**config.mk**
```make
export PLATFORM = sky130hd
export DESIGN_NAME = pipeline_hazard_ctrl
export DESIGN_NICKNAME = d
export VERILOG_FILES = /design/src/rtl/pipeline_hazard_ctrl.sv
export SDC_FILE = /design/constraint.sdc
export NUM_CORES = 1
export LEC_CHECK = 0
export CAP_MARGIN = 20
export CORE_MARGIN = 4
export CORE_UTILIZATION = 45
export CTS_CLUSTER_SIZE = 25
export DETAILED_ROUTE_END_ITERATION = 12
export DONT_BUFFER_PORTS = 1
export GPL_TIMING_DRIVEN = 0
export PLACE_DENSITY = 0.56
export SYNTH_ARGS = -nofsm -noshare
export SYNTH_HDL_FRONTEND = slang
export SYNTH_SLANG_ARGS = --single-unit
```
**constraint.sdc**
```tcl
create_clock -name clock -period 2 [get_ports clock]
set_clock_uncertainty 0.05 [all_clocks]
set_input_delay 0.3 -clock clock [delete_from_list [all_inputs] [get_ports clock]]
set_output_delay 0.3 -clock clock [all_outputs]
set_load 0.05 [all_outputs]
```
**src/rtl/pipeline_hazard_ctrl.sv**
```systemverilog
// Hazard controller for the five-stage pipeline (IF, ID, RR, EX, MEM/WB).
// Detects load-use, taken branches and data-memory waits, and drives
// stage stall, bubble, hold and flush controls plus EX operand forwarding.
//
// Ports:
//   clock, reset       rising-edge clock, synchronous active-low reset
//   i_rr_*             RR-stage source registers and rt-use flag
//   i_ex_*             EX-stage sources, destination, write/load flags
//   i_mem_*, i_wb_*    MEM/WB destinations and write enables
//   i_dmem_busy        data memory not ready
//   i_branch_taken     branch resolved taken in EX
//   o_*_stall          hold PC, IF/ID, ID/RR registers
//   o_rrex_bubble      zero RR/EX contents
//   o_rrex_hold        RR/EX keeps its value
//   o_exmem_hold       EX/MEM keeps its value
//   o_flush_front      clear IF/ID and ID/RR
//   o_fwd_a, o_fwd_b   EX operand select: 00 regfile, 01 MEM, 10 WB
//   o_mem_timeout      sticky: memory wait reached TIMEOUT cycles
//   o_stall_count      saturating count of PC-stall cycles
//   o_state            controller state

module pipeline_hazard_ctrl #(
    parameter int unsigned TIMEOUT = 255
) (
    input  logic        clock,
    input  logic        reset,
    input  logic [4:0]  i_rr_rs,
    input  logic [4:0]  i_rr_rt,
    input  logic        i_rr_uses_rt,
    input  logic [4:0]  i_ex_rs,
    input  logic [4:0]  i_ex_rt,
    input  logic [4:0]  i_ex_rd,
    input  logic        i_ex_regwrite,
    input  logic        i_ex_memread,
    input  logic [4:0]  i_mem_rd,
    input  logic        i_mem_regwrite,
    input  logic [4:0]  i_wb_rd,
    input  logic        i_wb_regwrite,
    input  logic        i_dmem_busy,
    input  logic        i_branch_taken,
    output logic        o_pc_stall,
    output logic        o_ifid_stall,
    output logic        o_idrr_stall,
    output logic        o_rrex_bubble,
    output logic        o_rrex_hold,
    output logic        o_exmem_hold,
    output logic        o_flush_front,
    output logic [1:0]  o_fwd_a,
    output logic [1:0]  o_fwd_b,
    output logic        o_mem_timeout,
    output logic [15:0] o_stall_count,
    output logic [1:0]  o_state
);

    // Wait counter is 8 bits; clamp the limit into its reachable range.
    localparam logic [7:0] TO_LIMIT =
        (TIMEOUT == 0)   ? 8'd1  :
        (TIMEOUT > 255)  ? 8'hFF :
                           8'(TIMEOUT);

    typedef enum logic [1:0] {
        ST_RUN      = 2'b00,
        ST_MEM_WAIT = 2'b01,
        ST_FLUSH    = 2'b10,
        ST_BAD      = 2'b11
    } state_t;

    state_t      r_state;
    state_t      w_next_state;
    logic [7:0]  r_wait_cnt;
    logic [7:0]  w_wait_inc;
    logic [15:0] r_stall_count;
    logic        r_mem_timeout;

    logic        w_rs_dep;
    logic        w_rt_dep;
    logic        w_load_use;
    logic        w_mem_stall;
    logic        w_lu_stall;
    logic        w_bubble;
    logic        w_flush;
    logic        w_front_stall;
    logic [1:0]  w_fwd_a;
    logic [1:0]  w_fwd_b;

    // Load in EX whose result an RR-stage instruction needs next cycle.
    assign w_rs_dep   = (i_ex_rd == i_rr_rs);
    assign w_rt_dep   = i_rr_uses_rt & (i_ex_rd == i_rr_rt);
    assign w_load_use = i_ex_memread & i_ex_regwrite &
                        (i_ex_rd != 5'd0) & (w_rs_dep | w_rt_dep);

    // Next state and control decode; everything idles while in reset.
    always_comb begin
        w_mem_stall  = 1'b0;
        w_lu_stall   = 1'b0;
        w_bubble     = 1'b0;
        w_flush      = 1'b0;
        w_next_state = ST_RUN;
        if (reset) begin
            case (r_state)
                ST_RUN: begin
                    if (i_dmem_busy) begin
                        w_mem_stall  = 1'b1;
                        w_next_state = ST_MEM_WAIT;
                    end else if (i_branch_taken) begin
                        w_flush      = 1'b1;
                        w_bubble     = 1'b1;
                        w_next_state = ST_FLUSH;
                    end else if (w_load_use) begin
                        // Load leaves EX next edge: one bubble suffices.
                        w_lu_stall   = 1'b1;
                        w_bubble     = 1'b1;
                        w_next_state = ST_RUN;
                    end
                end
                ST_MEM_WAIT: begin
                    if (i_dmem_busy) begin
                        w_mem_stall  = 1'b1;
                        w_next_state = ST_MEM_WAIT;
                    end
                end
                ST_FLUSH: begin
                    // Stale fetch behind the branch is killed here
                    // unless memory stalls the whole pipe first.
                    if (i_dmem_busy) begin
                        w_mem_stall  = 1'b1;
                        w_next_state = ST_MEM_WAIT;
                    end else begin
                        w_flush      = 1'b1;
                    end
                end
                default: begin
                    w_next_state = ST_RUN;
                end
            endcase
        end
    end

    assign w_front_stall = w_mem_stall | w_lu_stall;

    assign o_pc_stall    = w_front_stall;
    assign o_ifid_stall  = w_front_stall;
    assign o_idrr_stall  = w_front_stall;
    // Bubble only arises on non-memory paths, so never overlaps hold.
    assign o_rrex_bubble = w_bubble;
    assign o_rrex_hold   = w_mem_stall;
    assign o_exmem_hold  = w_mem_stall;
    assign o_flush_front = w_flush;

    function automatic logic [1:0] fwd_sel(
        input logic [4:0] src,
        input logic [4:0] mem_rd,
        input logic       mem_we,
        input logic [4:0] wb_rd,
        input logic       wb_we
    );
        logic [1:0] sel;
        sel = 2'b00;
        // Younger result in MEM takes precedence over WB.
        if (mem_we && (mem_rd != 5'd0) && (mem_rd == src)) begin
            sel = 2'b01;
        end else if (wb_we && (wb_rd != 5'd0) && (wb_rd == src)) begin
            sel = 2'b10;
        end
        return sel;
    endfunction

    assign w_fwd_a = fwd_sel(i_ex_rs, i_mem_rd, i_mem_regwrite,
                             i_wb_rd, i_wb_regwrite);
    assign w_fwd_b = fwd_sel(i_ex_rt, i_mem_rd, i_mem_regwrite,
                             i_wb_rd, i_wb_regwrite);

    assign o_fwd_a = reset ? w_fwd_a : 2'b00;
    assign o_fwd_b = reset ? w_fwd_b : 2'b00;

    assign w_wait_inc = (r_wait_cnt == 8'hFF) ? 8'hFF
                                              : r_wait_cnt + 8'd1;

    always_ff @(posedge clock) begin
        if (!reset) begin
            r_state       <= ST_RUN;
            r_wait_cnt    <= 8'd0;
            r_stall_count <= 16'd0;
            r_mem_timeout <= 1'b0;
        end else begin
            r_state <= w_next_state;
            // Counts consecutive memory-wait cycles; any gap clears it.
            if (w_mem_stall) begin
                r_wait_cnt <= w_wait_inc;
            end else begin
                r_wait_cnt <= 8'd0;
            end
            if (w_mem_stall && (w_wait_inc >= TO_LIMIT)) begin
                r_mem_timeout <= 1'b1;
            end
            if (w_front_stall && (r_stall_count != 16'hFFFF)) begin
                r_stall_count <= r_stall_count + 16'd1;
            end
        end
    end

    assign o_state       = r_state;
    assign o_stall_count = r_stall_count;
    assign o_mem_timeout = r_mem_timeout;

endmodule

```
==> After elaboration in Yosys (flattened, before gate mapping) <==
Index checks and enable logic that the tools add are counted.
W data, S select, Z words.
{ "word_totals": {"ff_bits": 27, "latch_bits": 0, "elab_cells": 66, "romBits": 0, "mem_bits_rw": 0, "memories": 0} }
{ "op_classes": {"reduce_logical": 15, "add_sub_neg": 2, "eq_ne": 10, "multipliers": 0, "mux": 28, "shifts": 0, "n_bitwise": 6, "n_lt_le_gt_ge": 1, "n_div": 0} }
{ "op_table": {"columns": ["cell", "count"], "rows": [
  ["$eq A5 B5 Y1", 6],
  ["$mux W1", 17],
  ["$add A16 B1 Y16 const B", 1],
  ["$mux W2", 8],
  ["$ne A16 B16 Y1 const B", 1],
  ["$reduce_bool A5 Y1", 3],
  ["$add A8 B1 Y8 const B", 1],
  ["$eq A8 B8 Y1 const B", 1],
  ["$ge A8 B8 Y1 const B", 1],
  ["$logic_and A1 B1 Y1", 8],
  ["$mux W8", 1],
  ["$and A1 B1 Y1", 4],
  ["$pmux W2 S2", 1],
  ["$reduce_or A3 Y1", 1],
  ["$eq A2 B1 Y1 const B", 1],
  ["$eq A2 B2 Y1 const B", 1],
  ["$logic_not A2 Y1", 1],
  ["$or A1 B1 Y1", 2],
  ["$pmux W1 S2", 1],
  ["$reduce_and A2 Y1", 1],
  ["$reduce_or A2 Y1", 1]
]} }

==> Logic depth before layout (Yosys ltp) <==
Gate-level depths: netlist of the first run.
{ "depth": {"word_depth": 11, "depth_mapped": 10, "ltp_nobuf": 8} }

==> Worst setup path after synthesis of the first run <==
No wires, ideal clock.
{ "synth_timing": {"path_kind": "input -> output", "startpoint": "input port i_mem_rd[1]", "endpoint": "output port o_fwd_a[1]", "arrival_ns": 2.651, "path_stages": 4, "required_time_ns": 1.650, "setup_slack_ns": -1.001, "path_buffers": 0, "path_cell_list": "or4_1 o21ai_0 nor4_1 nor4_1"} }
{ "synth_via": {"elab_chain_cells": 5, "word_cells_on_any_way": 6, "classes_between": "eq/ne (1); mux (2); reduce/logical (3)"} }
{ "synth_rtl": {"columns": ["element", "line", "text"], "rows": [
  ["start: declaration", "35", "input logic [4:0] i_mem_rd,"],
  ["$reduce_bool A5 Y1", "160", "if (mem_we && (mem_rd != 5'd0) && (mem_rd == src)) begin"],
  ["$logic_and A1 B1 Y1", "160", null],
  ["$logic_and A1 B1 Y1 (*)", "160", null],
  ["$mux W2 (*)", "160", null],
  ["$mux W2 (*)", "173", "assign o_fwd_a = reset ? w_fwd_a : 2'b00;"],
  ["end: declaration", "48", "output logic [1:0] o_fwd_a,"]
]} }
Mark *: on every way between the ends. The rest lies on a longest branch, timed or not.

==> Worst setup path after layout of the first run <==
{ "layout_timing": {"startpoint": "register r_state[1] (netlist: o_state[1])", "endpoint": "output port o_pc_stall"} }
{ "layout_via": {"elab_chain_cells": 5, "word_cells_on_any_way": 9, "classes_between": "eq/ne (2); mux (4); bitwise (1); reduce/logical (2)"} }
{ "layout_rtl": {"columns": ["element", "line", "text"], "rows": [
  ["start: declaration", "68", "state_t r_state;"],
  ["start signal: assignment", "186", "r_state <= w_next_state;"],
  ["$eq A2 B2 Y1, or another cell as far along", "100", "case (r_state)"],
  ["$reduce_or A3 Y1 (no source line) (*)", null, null],
  ["$mux W1 (*)", null, null],
  ["$mux W1 (*)", "99", "if (reset) begin"],
  ["net o_exmem_hold", "46", "output logic o_exmem_hold,"],
  ["$or A1 B1 Y1 (*)", "139", "assign w_front_stall = w_mem_stall | w_lu_stall;"],
  ["end: declaration", "41", "output logic o_pc_stall,"]
]} }
The timed path passes the listed nets; every way through them passes the cells marked *.

==> impl_metrics.csv, run 1 <==
group,metric,value,unit
setup_path,r2r-end,"o_stall_count[5]",
final_layout,drive_gt1_share,31.9,%
power,p_total,1.08,mW
setup_path,crit_path_start,"o_state[1]",
logic_synthesis,syn_inst,218,
route,firstDrtPassIters,4,
setup_path,critical-path-max-stage-delay,480,ps
sta,slew_violations,0,
run,cap_violations,0,
hold_path,hold_path_class,"in -> reg",
setup_path,critical_path_required,1650,ps
placement,gp_congestion,0.812,
grt,track_usage,17.6,%
setup_path,cp.depth,7,
route,antenna_left,0,
setup_path,setup.worst_path.end,"o_pc_stall",
clock_network,cts_made_buffers,3,
logic_synthesis,synth.net_count,268,
die,start_util,48.0,%
logic_synthesis,ys_types,40,
final_layout,nNetsFinal,283,
route,drt_iter0_drc,44,
clock_network,root_buffer,"clkbuf_8",
clock_network,cts_max_path_buffers,2,
route,drcViolationCount,0,
setup_path,crit_family,"buffers and inverters",
placement,dp.final_hpwl,3.54,mm
setup_path,ff2ff_path_depth,10,
die,io-pin-count,74,
grt,grt_start_max_net_pins,15,
logic_synthesis,avgSynthCellArea,8.31,µm²
final_layout,area_growth,27.7,%
logic_synthesis,yosys-top-cells-area,"dfxtp_1, xnor2_1, xor2_1, a21oi_1, ha_1",
placement,io_buffers,0,
final_layout,fin_cells,280,
route,routedWlPerCell,16.7,µm
sta,worst_slew_pin_slew,756,ps
logic_synthesis,yosysTopAreaCell,"dfxtp_1",
grt,grt_pass1_wl,7.38,mm
setup_path,worstPathArrival,1960,ps
route,viasPerCell,5.86,
outcome,outcome,"finished, violations left",
final_layout,fin_area,2310,µm²
logic_synthesis,synthArstFlopShare,0,%
clock_network,clkLatencyLatePin,270,ps
die,core,3770,µm²
die,fp.dieH,71.5,µm
logic_synthesis,ys_seq_elements,27,
final_layout,antenna_cells,0,
grt,grt_pass1_vias,1595,
logic_synthesis,yosysMostFrequentCell,"dfxtp_1",
die,placementRows,22,
logic_synthesis,synth_common_cells,"dfxtp_1, xnor2_1, a21oi_1, xor2_1, nand2_1",
clock_network,cts.clk_slew.worst_paths,80,ps
logic_synthesis,ys_warn_count,0,
power,peakVddDrop,0.000474,V
placement,place_worst_setup_slack,-242,ps
outcome,violations,"setup timing",
setup_path,cp_num_buf_inv,4,
sta,fmax,432,MHz
sta,setup_tns,-2780,ps
setup_path,crit_path_cell_trace,"ha_4 -> or2_1 -> buf_6 -> clkinvlp_4 -> a21oi_4 -> inv_6 -> buf_8",
sta,rsz0062_at_grt,"true",
logic_synthesis,ys.flop_type,"dfxtp_1",
clock_network,tritoncts,"built",
sta,hold_viol,0,
sta,worst_slack,-314,ps
setup_path,worstPathMaxFanout,5,
logic_synthesis,netlist_area,1810,µm²
die,die_x,71.5,µm
power,p_leak,0.777,nW
sta,fin_crit,2310,ps
logic_synthesis,synth_top_area_share,29.8,%
clock_network,h-tree-depth,1,
route,num_vias,1642,
setup_path,crit_type,"reg -> out",
power,p_per_area,468,nW/µm²
setup_path,crit_path_end_kind,"output pin",
grt,antenna_found_initial,0,
setup_path,crit_slowest_cell,"dfxtp_4",
grt,grt_overflow_total,0,
sta,setup_violations,20,
placement,placed_cells,266,
die,die_area,5110,µm²
final_layout,fillCellCount,320,
hold_path,min-delay-start,"i_dmem_busy",
placement,dpl-instance-area,1990,µm²
sta,layout_worst_path_cycle_share,116,%
setup_path,rrSetupSlack,-190,ps
sta,slew_headroom,49.2,%
setup_path,rr_startpoint,"o_state[1]",
route,drt-total-wl,4.68,mm
clock_network,cts.sinks,27,
logic_synthesis,synth-seq-area-share,29.8,%
logic_synthesis,synth_edf_count,0,
setup_path,start_kind,"flop",
[metrics by stage]
stage          hold slack [ps]  utilization, %
6_report                   117            61.3
5_1_grt                    133            61.3
4_1_cts                    107            60.0
3_5_place_dp               399            52.8
3_3_place_gp               395            52.8
2_1_floorplan              380               -
[power breakdown]
part           total, mW  switching, mW  internal [mW]
clock              0.300          0.158          0.143
combinational      0.221          0.117          0.104
sequential         0.562         0.0286          0.533
[cell type report]
cell class              count  area [µm²]  share of cell area, %
multi-input cells         173        1390                   60.0
flip-flops and latches     27         591                   25.5
repair buffers             10        96.3                   4.16
plain buffers               9        87.6                   3.79
well taps                  48        60.1                   2.60
clock buffers               4        45.0                   1.95
inverters                   9        45.0                   1.95
[sequential cells by signal, summed over array words and instances (netlist names)]
register	cells
o_stall_count	16
o_mem_timeout	1
o_state	2
r_wait_cnt	8
[logic make-up after synthesis]
group,share of synthesized area [%]
adder cells (fa/ha/maj),4.14
buffers and inverters,5.11
XOR/XNOR,16.9
AND/OR/NAND/NOR,26.8
AO/OA/AOI/OAI,16.1
multiplexers,1.11
flip-flops,29.8
[routing by layer]
metal  vias to the layer above  GRT usage, %  wire length [µm]  part of all wire, %
met4                         0          3.34                30                 0.64
li1                        818             -                 -                    -
met2                        51          31.3              2490                   53
met5                         -             0                 0                    0
met1                       768          21.0              1850                   40
met3                         5          4.91               307                  6.6
[worst min path at each step]
stage | slack (ps) | endpoint | cells after the start
floorplan | 380 | o_state[0] | 2
global placement | 390 | o_state[0] | 2
detailed placement | 400 | o_state[0] | 2
CTS | 110 | o_state[0] | 2
global route | 130 | o_state[0] | 2
finish | 120 | o_state[0] | 2
[what timing repair did]
action                     CTS  global route
hold buffers                 0             0
gates resized for setup     34             8
pin swaps                   12             6
gates cloned                 2             0
setup buffers                6             2
setup endpoints to repair   23            25
[cells in the final DEF (no fill, tap or decap), types with 5 or more instances in the layout]
cell,n
xnor2_1,19
xor2_1,15
nand2_1,15
a21oi_1,14
dfxtp_4,11
nand3_1,10
nor2_1,9
dfxtp_1,9
buf_4,8
o211ai_1,7
nand4_1,7
o21ai_0,7
dfxtp_2,7
inv_1,5
or3_1,5
o31ai_1,5
Note: power is estimated with default switching activity, not from simulation.
==> inputs of run 2 (changes only) <==
--- a/config.mk
+++ b/config.mk
@@ -6,13 +6,14 @@
 export NUM_CORES = 1
 export LEC_CHECK = 0
 export CAP_MARGIN = 20
+export CELL_PAD_IN_SITES_DETAIL_PLACEMENT = 0
+export CELL_PAD_IN_SITES_GLOBAL_PLACEMENT = 1
 export CORE_MARGIN = 4
 export CORE_UTILIZATION = 45
-export CTS_CLUSTER_SIZE = 25
 export DETAILED_ROUTE_END_ITERATION = 12
 export DONT_BUFFER_PORTS = 1
 export GPL_TIMING_DRIVEN = 0
-export PLACE_DENSITY = 0.56
+export PLACE_DENSITY = 0.75
 export SYNTH_ARGS = -nofsm -noshare
 export SYNTH_HDL_FRONTEND = slang
 export SYNTH_SLANG_ARGS = --single-unit
==> impl_metrics.csv, run 2 (same netlist as run 1, synthesis figures left out) <==
group,metric,value,unit
hold_path,hold_path_class,"in -> reg",
route,drt_iter0_drc,26,
clock_network,cts.sinks,27,
placement,gp_congestion,0.797,
sta,worst_slew_pin_slew,753,ps
setup_path,cp_num_buf_inv,4,
run,cap_violations,0,
route,antenna_left,0,
sta,rsz0062_at_grt,"true",
setup_path,crit_path_end_kind,"output pin",
grt,grt_pass1_wl,7.75,mm
setup_path,crit_family,"buffers and inverters",
power,p_leak,0.785,nW
grt,grt_pass1_vias,1691,
route,firstDrtPassIters,4,
route,drt-total-wl,4.72,mm
final_layout,area_growth,28.5,%
clock_network,cts.clk_slew.worst_paths,90,ps
setup_path,critical_path_required,1650,ps
sta,holdWs,111,ps
grt,track_usage,18.4,%
sta,hold_viol,0,
setup_path,crit_type,"reg -> out",
clock_network,h-tree-depth,1,
placement,io_buffers,0,
route,drcViolationCount,0,
power,p_total,1.07,mW
final_layout,largest_reg_flops,16,
final_layout,drive_gt1_share,32.3,%
route,routedWlPerCell,17.1,µm
route,num_vias,1659,
die,io-pin-count,74,
grt,antenna_found_initial,0,
placement,dp.final_hpwl,3.63,mm
sta,fmax,430,MHz
outcome,outcome,"finished, violations left",
die,fp.dieH,71.5,µm
setup_path,crit_slowest_cell,"dfxtp_4",
sta,slew_violations,0,
grt,grt_overflow_total,0,
setup_path,worstPathMaxFanout,5,
setup_path,crit_path_cell_trace,"ha_4 -> or2_1 -> buf_6 -> clkinvlp_4 -> a21oi_4 -> inv_6 -> buf_8",
setup_path,start_kind,"flop",
grt,grt_start_max_net_pins,15,
final_layout,most-common-layout-cells,"xnor2_1, dfxtp_4, xor2_1, nand2_1, a21oi_1",
placement,place_worst_setup_slack,-213,ps
final_layout,nNetsFinal,280,
die,die_x,71.5,µm
clock_network,tritoncts,"built",
die,placementRows,22,
route,viasPerCell,5.99,
power,peakVddDrop,0.000357,V
sta,worst_slack,-324,ps
sta,fin_crit,2320,ps
die,die_area,5110,µm²
final_layout,final_common_cell,"xnor2_1",
final_layout,antenna_cells,0,
final_layout,fillCellCount,342,
clock_network,cts_made_buffers,3,
clock_network,holdBufCountCts,0,
die,start_util,48.0,%
setup_path,worstPathArrival,1970,ps
clock_network,root_buffer,"clkbuf_8",
die,core,3770,µm²
power,p_per_area,459,nW/µm²
clock_network,cts_max_path_buffers,2,
setup_path,critical-path-max-stage-delay,490,ps
sta,slew_headroom,49.4,%
outcome,violations,"setup timing",
clock_network,clkLatencyLatePin,270,ps
sta,setup_violations,18,
sta,layout_worst_path_cycle_share,116,%
-- run 2: metal layers --
metal	vias up	GRT usage, %	wire length (µm)
met2	50	34.9	2530
met4	0	2.51	32
li1	817	-	-
met3	4	5.47	306
met5	-	0	0
met1	788	20.4	1860
-- run 2: worst paths after layout --
path | end | slack (ps) | startpoint | cells after the start
min reg2reg | r_wait_cnt[0] | 450 | r_wait_cnt[0] | 1
min | o_state[0] | 110 | i_dmem_busy | 2
max reg2reg | o_stall_count[7] | -190 | o_state[0] | 9
max | o_ifid_stall | -320 | o_state[1] | 7
-- run 2: through the flow --
step | std cells | setup TNS, ps | util [%] | instance area [µm²]
floorplan | 218 | -21.6 | - | 1930
global placement | 266 | -2490 | 52.8 | 1990
detailed placement | 266 | -3090 | 52.8 | 1990
CTS | 276 | -2930 | 59.7 | 2250
global route | 277 | -4540 | 61.7 | 2330
finish | 277 | -2750 | 61.7 | 2330
-- run 2: area by class of cell --
cell class	count	area (µm²)	area share (%)
multi-input combinational	173	1400	60.2
sequential	27	608	26.1
buffer	9	87.6	3.76
timing repair buffer	7	80.1	3.44
tap	48	60.1	2.58
clock buffer	4	45.0	1.93
inverter	9	45.0	1.93
-- run 2: report_power, final --
group | switching (mW) | internal [mW] | leakage [nW]
Combinational | 0.114 | 0.0975 | 0.529
Sequential | 0.0283 | 0.524 | 0.232
Clock | 0.162 | 0.143 | 0.0228
-- run 2: repair_timing --
item | in CTS | in global routing
setup buffers | 4 | 1
hold endpoints to repair | 0 | 0
endpoints found under the setup margin | 23 | 25
cloned | 2 | 0
pin swaps | 10 | 6
gates resized for setup | 38 | 19
==> inputs of run 3 (changes only) <==
--- a/config.mk
+++ b/config.mk
@@ -5,11 +5,11 @@
 export SDC_FILE = /design/constraint.sdc
 export NUM_CORES = 1
 export LEC_CHECK = 0
+export ABC_AREA = 1
 export CAP_MARGIN = 20
 export CELL_PAD_IN_SITES_DETAIL_PLACEMENT = 0
 export CELL_PAD_IN_SITES_GLOBAL_PLACEMENT = 1
-export CORE_MARGIN = 4
-export CORE_UTILIZATION = 45
+export CORE_UTILIZATION = 43
 export DETAILED_ROUTE_END_ITERATION = 12
 export DONT_BUFFER_PORTS = 1
 export GPL_TIMING_DRIVEN = 0
==> impl_metrics.csv, run 3 <==
group,metric,value,unit
power,p_total,1.11,mW
logic_synthesis,synth_common_cells,"nand2_1, inv_1, nor2_1, dfxtp_1",
clock_network,holdBufCountCts,0,
placement,gp_congestion,0.732,
logic_synthesis,ys_warn_count,0,
logic_synthesis,synth_top_area_share,25.2,%
logic_synthesis,synthArstFlopShare,0,%
placement,place_worst_setup_slack,-228,ps
final_layout,largest_reg_flops,16,
clock_network,cts.sinks,27,
route,viasPerCell,4.74,
logic_synthesis,ys_types,31,
clock_network,cts_max_path_buffers,2,
sta,hold_viol,0,
power,p_per_area,456,nW/µm²
route,antenna_left,0,
die,core,4750,µm²
final_layout,area_growth,13.2,%
final_layout,antenna_cells,0,
power,p_leak,1.12,nW
sta,layout_worst_path_cycle_share,115,%
outcome,violations,"setup timing",
route,drt_iter0_drc,78,
setup_path,worstPathMaxFanout,6,
grt,grt_start_max_net_pins,16,
clock_network,tritoncts,"built",
die,die_area,5270,µm²
logic_synthesis,synth_edf_count,0,
sta,slew_headroom,39.2,%
hold_path,hold_path_class,"in -> reg",
final_layout,fin_cells,409,
placement,placed_cells,400,
setup_path,crit_path_end_kind,"output pin",
final_layout,fin_area,2420,µm²
final_layout,finalCoreUtilization,51.0,%
logic_synthesis,avgSynthCellArea,6.43,µm²
sta,fin_crit,2300,ps
logic_synthesis,syn_inst,333,
clock_network,root_buffer,"clkbuf_8",
die,fp.dieH,72.6,µm
logic_synthesis,yosysTopAreaCell,"dfxtp_1",
clock_network,h-tree-depth,1,
placement,dpl-instance-area,2280,µm²
route,drcViolationCount,0,
sta,holdWs,72.2,ps
grt,antenna_found_initial,0,
power,peakVddDrop,0.000239,V
placement,io_buffers,0,
route,num_vias,1939,
final_layout,fillCellCount,507,
sta,slew_violations,0,
route,firstDrtPassIters,4,
final_layout,most-common-layout-cells,"nand2_1, inv_1, nor2_1, nand3_1, a21oi_1",
run,cap_violations,0,
sta,worst_slack,-299,ps
sta,rsz0062_at_grt,"true",
clock_network,cts_made_buffers,3,
logic_synthesis,ys.flop_type,"dfxtp_1",
outcome,outcome,"finished, violations left",
grt,grt_overflow_total,0,
logic_synthesis,yosysMostFrequentCell,"nand2_1",
logic_synthesis,synth-seq-area-share,25.2,%
final_layout,final_common_cell,"nand2_1",
setup_path,critical_path_required,1650,ps
sta,setup_tns,-1230,ps
logic_synthesis,ys_seq_elements,27,
route,drt-total-wl,4.58,mm
sta,fmax,435,MHz
setup_path,crit_type,"reg -> out",
grt,grt_pass1_vias,1845,
logic_synthesis,synth.net_count,383,
final_layout,nNetsFinal,393,
sta,worst_slew_pin_slew,909,ps
logic_synthesis,netlist_area,2140,µm²
final_layout,drive_gt1_share,18.4,%
die,placementRows,25,
die,die_x,72.6,µm
clock_network,cts.clk_slew.worst_paths,90,ps
die,start_util,45.1,%
setup_path,worstPathArrival,1950,ps
grt,grt_pass1_wl,7.80,mm
sta,setup_violations,15,
clock_network,clkLatencyLatePin,270,ps
setup_path,start_kind,"flop",
logic_synthesis,yosys-top-cells-area,"dfxtp_1, nand2_1, inv_1, nor2_1, a21oi_1",
die,io-pin-count,74,
route,routedWlPerCell,11.2,µm
placement,dp.final_hpwl,3.57,mm
grt,track_usage,18.5,%
-- run 3: cell count changes after synthesis, moves of 6 or more --
cell      change
a21oi_1       +8
xnor2_1       -9
or4_1         -7
nand2_1      +67
inv_2         +6
o211ai_1      -7
o31ai_1       -6
inv_1        +37
nor2_1       +35
nor2_2        +6
nand3_1      +15
-- run 3: logic make-up (layout without fill, tap and decap cells) --
family / Yosys count / in the layout / share of synthesized area, %
DFF: 27 / 27 / 25.2
and+or+nand+nor: 183 / 183 / 40.6
adders and majority gates: 6 / 6 / 3.50
buffers and inverters: 61 / 70 / 12.6
xor gates and xnor gates: 23 / 23 / 9.40
AOI/OAI and AO/OA: 33 / 33 / 8.64
-- run 3: worst paths after layout --
path                                     start  cells after the start  slack (ps)           endpoint
worst max register to register      o_state[1]                      8         -70  o_stall_count[11]
worst min-delay path            i_branch_taken                      2          70         o_state[1]
worst max-delay path                o_state[1]                      6        -300         o_pc_stall
worst min register to register   r_wait_cnt[0]                      1         460      r_wait_cnt[0]
-- run 3: per-layer routing --
| metal | up-vias | GRT usage [%] | routed length [µm] |
|---|---|---|---|
| li1 | 1059 | - | - |
| met5 | - | 0 | 0 |
| met1 | 824 | 24.1 | 2270 |
| met3 | 4 | 4.56 | 258 |
| met2 | 52 | 30.4 | 2010 |
| met4 | 0 | 5.23 | 39 |
-- run 3: layout make-up --
class                           count  area [µm²]  share of cell area (%)
Inverter                           53         201                    8.31
Tap cell                           67        83.8                    3.46
Timing Repair Buffer                5        66.3                    2.73
Clock inverter                      1        5.00                   0.206
Multi-Input combinational cell    245        1360                    56.1
Sequential cell                    27         561                    23.1
Buffer                              8         106                    4.39
Clock buffer                        3        41.3                    1.70
-- run 3: what timing repair did --
action                                 in CTS  in global routing
setup endpoints to repair                  21                 24
buffers inserted                            2                  2
endpoints found under the hold margin       0                  0
pin swaps                                   2                  3
gates resized for setup                     7                 12
cloned                                      2                  0
-- run 3: critical path, cell delays in order (launching register included) --
cell     delay (ps)
dfxtp_4         430
ha_4            180
nor3_4          530
inv_2           120
nand2_4         100
buf_12          150
buf_12          140
-- run 3: where the power goes --
group | total, mW | switching (mW) | internal, mW
Clock | 0.314 | 0.174 | 0.140
Sequential | 0.572 | 0.0281 | 0.544
Combinational | 0.219 | 0.122 | 0.0963
